**config.mk**
```make
export PLATFORM = sky130hd
export DESIGN_NAME = cordic_arbiter
export DESIGN_NICKNAME = d
export VERILOG_FILES = /design/src/rtl/cordic_arbiter.sv
export SDC_FILE = /design/constraint.sdc
export NUM_CORES = 1
export LEC_CHECK = 0
export CAP_MARGIN = 20
export CORE_AREA = 2 2 158 83
export CTS_BUF_LIST = sky130_fd_sc_hd__clkbuf_16
export CTS_CLUSTER_SIZE = 24
export DETAILED_ROUTE_END_ITERATION = 8
export DIE_AREA = 0 0 160 85
export PLACE_DENSITY = 0.75
export SYNTH_ARGS = -nofsm -noshare
export SYNTH_HDL_FRONTEND = slang
export SYNTH_SLANG_ARGS = --single-unit
```
**constraint.sdc**
```tcl
create_clock -name clk -period 2.05 [get_ports clk]
set_clock_uncertainty 0.1 [all_clocks]
set_input_delay 0.205 -clock clk [delete_from_list [all_inputs] [get_ports clk]]
set_output_delay 0.205 -clock clk [all_outputs]
set_load 0.01 [all_outputs]
```
**src/rtl/cordic_arbiter.sv**
```systemverilog
// Round-robin arbiter/sequencer sharing one cordic_top between NREQ requesters.
// Optional WAIT abort counter is built only when CORDIC_ARB_TIMEOUT_EN is defined.
module cordic_arbiter #(
    parameter int NREQ    = 4,
    parameter int IDW     = 2,
    parameter int TIMEOUT = 64
) (
    input  logic                 clk,
    input  logic                 rst,
    input  logic [NREQ-1:0]      req,
    input  logic [NREQ*32-1:0]   angle_flat,
    output logic [NREQ-1:0]      gnt,
    output logic                 core_valid_in,
    output logic [31:0]          core_angle,
    input  logic [15:0]          core_cos,
    input  logic [15:0]          core_sin,
    input  logic [2:0]           core_flip,
    input  logic                 core_valid,
    output logic                 rsp_valid,
    input  logic                 rsp_ready,
    output logic [IDW-1:0]       rsp_id,
    output logic [15:0]          rsp_cos,
    output logic [15:0]          rsp_sin,
    output logic [2:0]           rsp_flip,
    output logic                 rsp_timeout,
    output logic                 busy
);

    if (NREQ < 2 || NREQ > 16 || IDW != $clog2(NREQ) || TIMEOUT < 1) begin : g_bad_cfg
        $error("cordic_arbiter: illegal NREQ/IDW/TIMEOUT combination");
    end

    typedef enum logic [1:0] {
        ST_IDLE,
        ST_ISSUE,
        ST_WAIT,
        ST_RESP
    } state_t;

    state_t          state;
    logic [IDW-1:0]  last;

    logic            pick_found;
    logic [IDW-1:0]  pick_idx;
    logic [IDW-1:0]  cand;
    logic [31:0]     pick_angle;

    // Scan upward from last+1 with wrap; the first set request wins.
    always_comb begin
        pick_found = 1'b0;
        pick_idx   = '0;
        cand       = '0;
        for (int unsigned off = 1; off <= NREQ; off++) begin
            cand = IDW'((32'(last) + off) % NREQ);
            if (!pick_found && req[cand]) begin
                pick_found = 1'b1;
                pick_idx   = cand;
            end
        end
        pick_angle = angle_flat[32*int'(pick_idx) +: 32];
    end

`ifdef CORDIC_ARB_TIMEOUT_EN
    localparam int CW = $clog2(TIMEOUT + 1);
    logic [CW-1:0] wait_cnt;
    logic          timeout_q;

    assign rsp_timeout = timeout_q;
`else
    assign rsp_timeout = 1'b0;
`endif

    always_ff @(posedge clk or negedge rst) begin
        if (!rst) begin
            state         <= ST_IDLE;
            last          <= IDW'(NREQ - 1);
            gnt           <= '0;
            core_valid_in <= 1'b0;
            core_angle    <= '0;
            rsp_valid     <= 1'b0;
            rsp_id        <= '0;
            rsp_cos       <= '0;
            rsp_sin       <= '0;
            rsp_flip      <= '0;
            busy          <= 1'b0;
`ifdef CORDIC_ARB_TIMEOUT_EN
            wait_cnt      <= '0;
            timeout_q     <= 1'b0;
`endif
        end else begin
            gnt           <= '0;
            core_valid_in <= 1'b0;
            case (state)
                ST_IDLE: begin
                    if (pick_found) begin
                        gnt        <= NREQ'(1) << pick_idx;
                        core_angle <= pick_angle;
                        rsp_id     <= pick_idx;
                        last       <= pick_idx;
                        busy       <= 1'b1;
                        state      <= ST_ISSUE;
                    end
                end
                ST_ISSUE: begin
                    core_valid_in <= 1'b1;
                    state         <= ST_WAIT;
`ifdef CORDIC_ARB_TIMEOUT_EN
                    wait_cnt      <= '0;
`endif
                end
                ST_WAIT: begin
                    // A result on the expiry cycle still takes priority over the abort.
                    if (core_valid) begin
                        rsp_cos   <= core_cos;
                        rsp_sin   <= core_sin;
                        rsp_flip  <= core_flip;
                        rsp_valid <= 1'b1;
                        state     <= ST_RESP;
`ifdef CORDIC_ARB_TIMEOUT_EN
                        timeout_q <= 1'b0;
                    end else if (wait_cnt == CW'(TIMEOUT)) begin
                        rsp_cos   <= '0;
                        rsp_sin   <= '0;
                        rsp_flip  <= '0;
                        rsp_valid <= 1'b1;
                        timeout_q <= 1'b1;
                        state     <= ST_RESP;
                    end else begin
                        wait_cnt  <= wait_cnt + 1'b1;
`endif
                    end
                end
                ST_RESP: begin
                    if (rsp_ready) begin
                        rsp_valid <= 1'b0;
                        busy      <= 1'b0;
                        state     <= ST_IDLE;
                    end
                end
                default: state <= ST_IDLE;
            endcase
        end
    end

endmodule

```
==> results.sh, run 1 <==
export IMPL_outcome="finished, final reports clean"
export IMPL_fmax_ghz=0.5199
export IMPL_power_density_mw_per_mm2=1336
export IMPL_start_util=0.3202
export IMPL_r2r_slack_ps=130
export IMPL_path_buf_inv=1
export IMPL_hpwl_microns=9853
export IMPL_vias=3633
export IMPL_rsz0062_at_grt="no"
export IMPL_grt_max_degree=81
export IMPL_slew_viol_final=0
export IMPL_port_buffers=246
export IMPL_syn_inst=322
export IMPL_ys_seq_elements=80
export IMPL_grt_pass1_vias=3931
export IMPL_clock_latency_ps=330
export IMPL_slew_headroom=0.6595
export IMPL_cp_slowest_cell="dfstp_2"
export IMPL_synth_cell_types=27
export IMPL_r2r_end="core_angle[21]$_DFFE_PN0P_"
export IMPL_maxCapViolCount=0
export IMPL_fin_ws_ps=126.5
export IMPL_postSynthAreaPerCell_sq_um=12.20
export IMPL_drc=0
export IMPL_diodes=0
export IMPL_grt_first_pass_wirelength_microns=20720
export IMPL_drtAntennaViolNets=0
export IMPL_globalplace_congestion=0.8710
export IMPL_clock_path_buffers=2
export IMPL_num_rows=29
export IMPL_coreArea_sq_mm=0.01226
export IMPL_area_delta_synth_final_pct=77.03
export IMPL_cts_max_level=3
export IMPL_finalNetCount=749
export IMPL_die_y_microns=85
export IMPL_timing_rr_start="last[1]$_DFFE_PN1P_"
export IMPL_period_share=0.9383
export IMPL_first_iter_violations=152
export IMPL_track_usage=0.1922
export IMPL_critical_path_top_delay_family="flip-flops"
export IMPL_cts_tree="built"
export IMPL_pin_count=248
export IMPL_yosysSeqAreaShare=0.5104
export IMPL_dr_pass1_iters=4
export IMPL_crit_top_cell="mux2i_1"
export IMPL_finalSetupViolations=0
export IMPL_cts_sinks=80
export IMPL_n_fill_cell=1044
export IMPL_die_width_microns=160
export IMPL_root_buffer="clkbuf_16"
export IMPL_cellLeakagePower_nw=3.047
export IMPL_fin_crit_ps=1923
export IMPL_wl_microns=12900
export IMPL_cts_setup_buffers=0
export IMPL_cp_arrival_ps=2030
export IMPL_final_cell_mix="245 x clkdlybuf4s50_1, 78 x dfrtp_1, 65 x mux2i_1"
export IMPL_endpoint="core_angle[21]$_DFFE_PN0P_"
export IMPL_crit_start="last[1]$_DFFE_PN1P_"
export IMPL_hold_viol=0
export IMPL_holdWs_ps=356.2
export IMPL_cts_clk_slew_worst_paths_ps=70
export IMPL_irDropWorstVdd_uv=732.8
export IMPL_antenna_found_initial=0
export IMPL_worstSetupStartpointType="register"
export IMPL_setup_worst_path_class="reg -> reg"
export IMPL_post_place_ws_ps=-136.6
export IMPL_avgViaCountPerCell=4.857
export IMPL_final_common_cell="clkdlybuf4s50_1"
export IMPL_end_kind="register"
export IMPL_slowest_delay_ps=550
export IMPL_synth_nets=498
export IMPL_worst_pin_slew_ps=510.7
export IMPL_crit_chain="mux2i_1 -> o221a_4 -> buf_12 -> mux2i_1 -> o221ai_1"
export IMPL_overflow=0
export IMPL_cts_buffers=9
export IMPL_crit_cells=5
export IMPL_path_max_fanout=30
export IMPL_worstPathRequired_ps=2150
export IMPL_drive_gt1_frac=0.1315
export IMPL_rr_worst_depth=5
export IMPL_synth_area_sq_mm=0.003928
export IMPL_yosysWarnings=0
export IMPL_wl_per_cell_microns=17.25
export IMPL_hold_path_class="in -> async"
export IMPL_die_area_sq_mm=0.01360
tightest hold or removal path: stages:
cell and delay (ps):
dlygate4sd3_1 560, buf_4 130, buf_12 330
state kept, by name, indices dropped and copies added (netlist names):
signal / count
core_angle: 32
last: 2
rsp_valid: 1
gnt: 4
core_valid_in: 1
rsp_sin: 16
state: 2
rsp_cos: 16
rsp_id: 2
busy: 1
rsp_flip: 3
cells in the mapped netlist:
| cell type | n | share of area |
|---|---|---|
| nor2b_2 | 1 | 0.0022 |
| buf_8 | 1 | 0.0038 |
| buf_2 | 5 | 0.0064 |
| o221ai_1 | 32 | 0.071 |
| a21oi_1 | 6 | 0.0076 |
| dfstp_2 | 2 | 0.013 |
| inv_1 | 7 | 0.0067 |
| nand2b_1 | 3 | 0.0048 |
| nand2_2 | 1 | 0.0016 |
| mux2i_1 | 65 | 0.17 |
| ha_1 | 5 | 0.016 |
| dfrtp_1 | 78 | 0.50 |
| nor2b_1 | 1 | 0.0016 |
| a31oi_1 | 1 | 0.0016 |
| buf_6 | 2 | 0.0057 |
| nor2_1 | 8 | 0.0076 |
| clkbuf_1 | 3 | 0.0029 |
| o22ai_1 | 1 | 0.0016 |
| o221a_1 | 1 | 0.0029 |
| mux2_2 | 35 | 0.10 |
| buf_4 | 14 | 0.027 |
| a222oi_1 | 1 | 0.0025 |
| a22o_1 | 1 | 0.0022 |
| conb_1 | 1 | 0.00095 |
| nor4_1 | 1 | 0.0016 |
| o21ai_0 | 4 | 0.0051 |
| nand2_1 | 42 | 0.040 |
power by group:
part	switching (mW)	internal, mW
Sequential	0.441	2.38
Clock	0.728	0.845
Combinational	2.10	2.79
Total	3.27	6.02
routing by layer:
| metal | wire length [microns] | part of all wire | global-route usage |
|---|---|---|---|
| met5 | 0 | 0 | 0 |
| met4 | 87 | 0.0067 | 0.04013 |
| met3 | 1109 | 0.086 | 0.07429 |
| met2 | 6106 | 0.47 | 0.3255 |
| met1 | 5599 | 0.43 | 0.2363 |
logic make-up after synthesis:
family          synth area share
mux                       0.2660
other cells            0.0009548
buf+inv                  0.05224
fa+ha+maj                0.01593
compound gates           0.09494
flops                     0.5104
simple gates             0.05958
worst min-delay path by stage:
stage	to	slack, ps	cells past startpoint
2_1_floorplan	busy$_DFFE_PN0P_	-190	0
3_3_place_gp	rsp_sin[9]$_DFFE_PN0P_	170	2
3_5_place_dp	rsp_sin[14]$_DFFE_PN0P_	170	2
4_1_cts	rsp_cos[10]$_DFFE_PN0P_	360	2
5_1_grt	rsp_cos[9]$_DFFE_PN0P_	370	2
6_report	core_angle[2]$_DFFE_PN0P_	360	3
through the flow:
step / setup TNS [ps] / utilization / cell area (sq um) / total power [mW] / instances
after global placement: -212.6 / 0.5424 / 6653 / 7.556 / 731
after CTS: 0 / 0.5667 / 6950 / 9.390 / 748
after detailed placement: -2409 / 0.5424 / 6653 / 7.758 / 731
final: 0 / 0.5669 / 6953 / 9.287 / 748
after floorplan: 0 / - / 3928 / 5.230 / 322
after global routing: 0 / 0.5669 / 6953 / 9.875 / 748
area by class of cell:
type	count	area, sq um	area share
clock inverters	7	62.56	0.008998
multi-input cells	210	1729	0.2487
repair buffers	265	2693	0.3873
clock buffers	9	225.2	0.03239
well taps	170	212.7	0.03059
inverters	7	26.28	0.003779
flip-flops and latches	80	2004	0.2883
repair_timing:
item | CTS | global route
endpoints found under the setup margin | 0 | 10
resized for setup | 0 | 1
hold buffers | 1 | 0
endpoints found under the hold margin | 78 | 0
Note: power is estimated with default switching activity, not from simulation.
==> inputs of run 2 (changes only) <==
--- a/config.mk
+++ b/config.mk
@@ -8,5 +8,4 @@
 export CAP_MARGIN = 20
 export CORE_AREA = 2 2 158 83
-export CTS_BUF_LIST = sky130_fd_sc_hd__clkbuf_16
 export CTS_CLUSTER_SIZE = 24
 export DETAILED_ROUTE_END_ITERATION = 8
==> constraint.sdc (replaced) <==
create_clock -name clk -period 2.05 [get_ports clk]
set_clock_uncertainty 0.1 [all_clocks]
set_input_delay 0.41 -clock clk [delete_from_list [all_inputs] [get_ports clk]]
set_output_delay 0.41 -clock clk [all_outputs]
set_load 0.01 [all_outputs]
==> run 2 against run 1 <==
The run now ends with setup timing left. Fmax shrank 6.2%. Wire length grew 3.4%. Non-clock buffer count grew 10. First-iteration DRC count grew 32%. Worst setup slack lost 130 ps. Sequential cell count is the same. Count of clock-buffer cells in the layout is the same. Worst hold slack gained 28 ps. Power grew 5.8%. Cell count grew 1.3%. Core utilization grew 2.2 points. Highest routed layer unchanged.
==> results.sh, run 2 (synthesis results as in run 1) <==
export IMPL_rsz0062_at_grt="yes"
export IMPL_cts_buffers=9
export IMPL_endpoint="core_angle[4]$_DFFE_PN0P_"
export IMPL_cp_arrival_ps=2150
export IMPL_worst_pin_slew_ps=519.9
export IMPL_period_share=1.001
export IMPL_outcome="finished, violations left"
export IMPL_worstSetupStartpointType="register"
export IMPL_cts_max_level=3
export IMPL_track_usage=0.1865
export IMPL_globalplace_congestion=0.8842
export IMPL_timing_rr_start="last[1]$_DFFE_PN1P_"
export IMPL_coreArea_sq_mm=0.01226
export IMPL_port_buffers=246
export IMPL_hpwl_microns=9735
export IMPL_final_cell_mix="243 x clkdlybuf4s50_1, 78 x dfrtp_1, 59 x mux2i_1"
export IMPL_root_buffer="clkbuf_16"
export IMPL_cp_slowest_cell="dfstp_2"
export IMPL_path_max_fanout=11
export IMPL_grt_pass1_vias=3908
export IMPL_die_width_microns=160
export IMPL_wl_microns=13340
export IMPL_r2r_slack_ps=-1
export IMPL_start_util=0.3202
export IMPL_finalNetCount=759
export IMPL_dr_pass1_iters=6
export IMPL_wl_per_cell_microns=17.59
export IMPL_clock_latency_ps=330
export IMPL_max_flop_register="core_angle"
export IMPL_drc=0
export IMPL_reg_largest_list="core_angle (32), rsp_cos (16), rsp_sin (16)"
export IMPL_drtAntennaViolNets=0
export IMPL_hold_path_class="reg -> reg"
export IMPL_post_place_ws_ps=-391.2
export IMPL_n_fill_cell=1030
export IMPL_slew_headroom=0.6534
export IMPL_cts_clk_slew_worst_paths_ps=60
export IMPL_irDropWorstVdd_uv=668.8
export IMPL_cts_sinks=80
export IMPL_drive_gt1_frac=0.1633
export IMPL_rr_worst_depth=6
export IMPL_die_y_microns=85
export IMPL_slowest_delay_ps=560
export IMPL_first_iter_violations=201
export IMPL_cts_tree="built"
export IMPL_final_common_cell="clkdlybuf4s50_1"
export IMPL_power_density_mw_per_mm2=1359
export IMPL_vias=3626
export IMPL_fin_crit_ps=2051
export IMPL_setup_worst_path_class="reg -> reg"
export IMPL_grt_max_degree=40
export IMPL_end_kind="register"
export IMPL_hold_viol=0
export IMPL_fin_ws_ps=-1.139
export IMPL_slew_viol_final=0
export IMPL_finalSetupViolations=1
export IMPL_fmax_ghz=0.4875
export IMPL_clock_path_buffers=2
export IMPL_pin_count=248
export IMPL_antenna_found_initial=0
export IMPL_diodes=0
export IMPL_area_delta_synth_final_pct=84.01
export IMPL_cellLeakagePower_nw=3.168
export IMPL_maxCapViolCount=0
export IMPL_worstPathRequired_ps=2150
export IMPL_grt_first_pass_wirelength_microns=20160
export IMPL_setup_tns_ps=-1.139
export IMPL_violations="setup timing"
export IMPL_overflow=0
export IMPL_largest_register_ffs=32
export IMPL_crit_start="last[1]$_DFFE_PN1P_"
export IMPL_die_area_sq_mm=0.01360
export IMPL_r2r_end="core_angle[4]$_DFFE_PN0P_"
export IMPL_avgViaCountPerCell=4.784
export IMPL_crit_chain="mux2i_2 -> o221a_4 -> buf_12 -> clkbuf_16 -> mux2i_1 -> o221ai_2"
export IMPL_num_rows=29
## run 2: cell count changes in the layout (fill, tap and decap cells not counted), moves of 2 or more
cell,change
clkbuf_16,+4
o221ai_1,-3
o221ai_2,+3
dlymetal6s2s_1,+2
buf_12,+3
mux2i_2,+5
mux2i_1,-6
clkdlybuf4s50_1,-2
buf_4,+2
## run 2: stage by stage
stage	total power, mW	hold slack (ps)	cells	instance area (sq um)	utilization
after floorplan	5.230	14.41	322	3928	-
after global placement	7.579	256.5	733	6668	0.5437
after detailed placement	7.775	253.6	733	6668	0.5437
after CTS	9.510	389.9	750	6993	0.5702
after global routing	10.42	411.9	758	7227	0.5893
final	9.822	383.9	758	7227	0.5893
## run 2: layout make-up
class	instances	area (sq um)	area share
Clock buffer	9	225.2	0.03116
Clock inverter	7	86.33	0.01195
Inverter	7	26.28	0.003636
Multi-Input combinational cell	210	1788	0.2474
Sequential cell	80	2004	0.2774
Tap cell	170	212.7	0.02943
Timing Repair Buffer	275	2884	0.3991
## run 2: power by group
part | internal [mW] | switching (mW)
Combinational | 3.08 | 2.27
Clock | 0.969 | 0.693
Sequential | 2.39 | 0.431
## run 2: repair_timing
item / in CTS / in global routing
endpoints found under the hold margin: 22 / 0
resized for setup: 1 / 17
cloned: 0 / 5
pin swaps: 0 / 3
hold buffers: 1 / 0
buffers inserted: 0 / 3
endpoints found under the setup margin: 1 / 30
## run 2: routing by layer
| metal | up-vias | track usage | wire [microns] |
|---|---|---|---|
| met1 | 1762 | 0.2299 | 5717 |
| li1 | 1689 | - | - |
| met5 | - | 0 | 0 |
| met4 | 0 | 0.05405 | 149 |
| met3 | 10 | 0.07429 | 1213 |
| met2 | 165 | 0.3062 | 6254 |
## run 2: worst min-delay path by stage
stage	from	endpoint	slack, ps	depth (start not counted)
after floorplan	rst	busy$_DFFE_PN0P_	10	0
after global placement	rst	core_angle[1]$_DFFE_PN0P_	260	1
after detailed placement	rst	core_angle[3]$_DFFE_PN0P_	250	1
after CTS	core_angle[12]$_DFFE_PN0P_	core_angle[12]$_DFFE_PN0P_	390	2
after global routing	core_angle[31]$_DFFE_PN0P_	core_angle[31]$_DFFE_PN0P_	410	2
final	core_angle[31]$_DFFE_PN0P_	core_angle[31]$_DFFE_PN0P_	380	2
## run 2: worst max-delay path, delay by kind of cell (launching register included)
kind / cells / cell delay, ps
compound gates: 2 / 420
buf+inv: 2 / 310
flops: 1 / 560
mux: 2 / 520
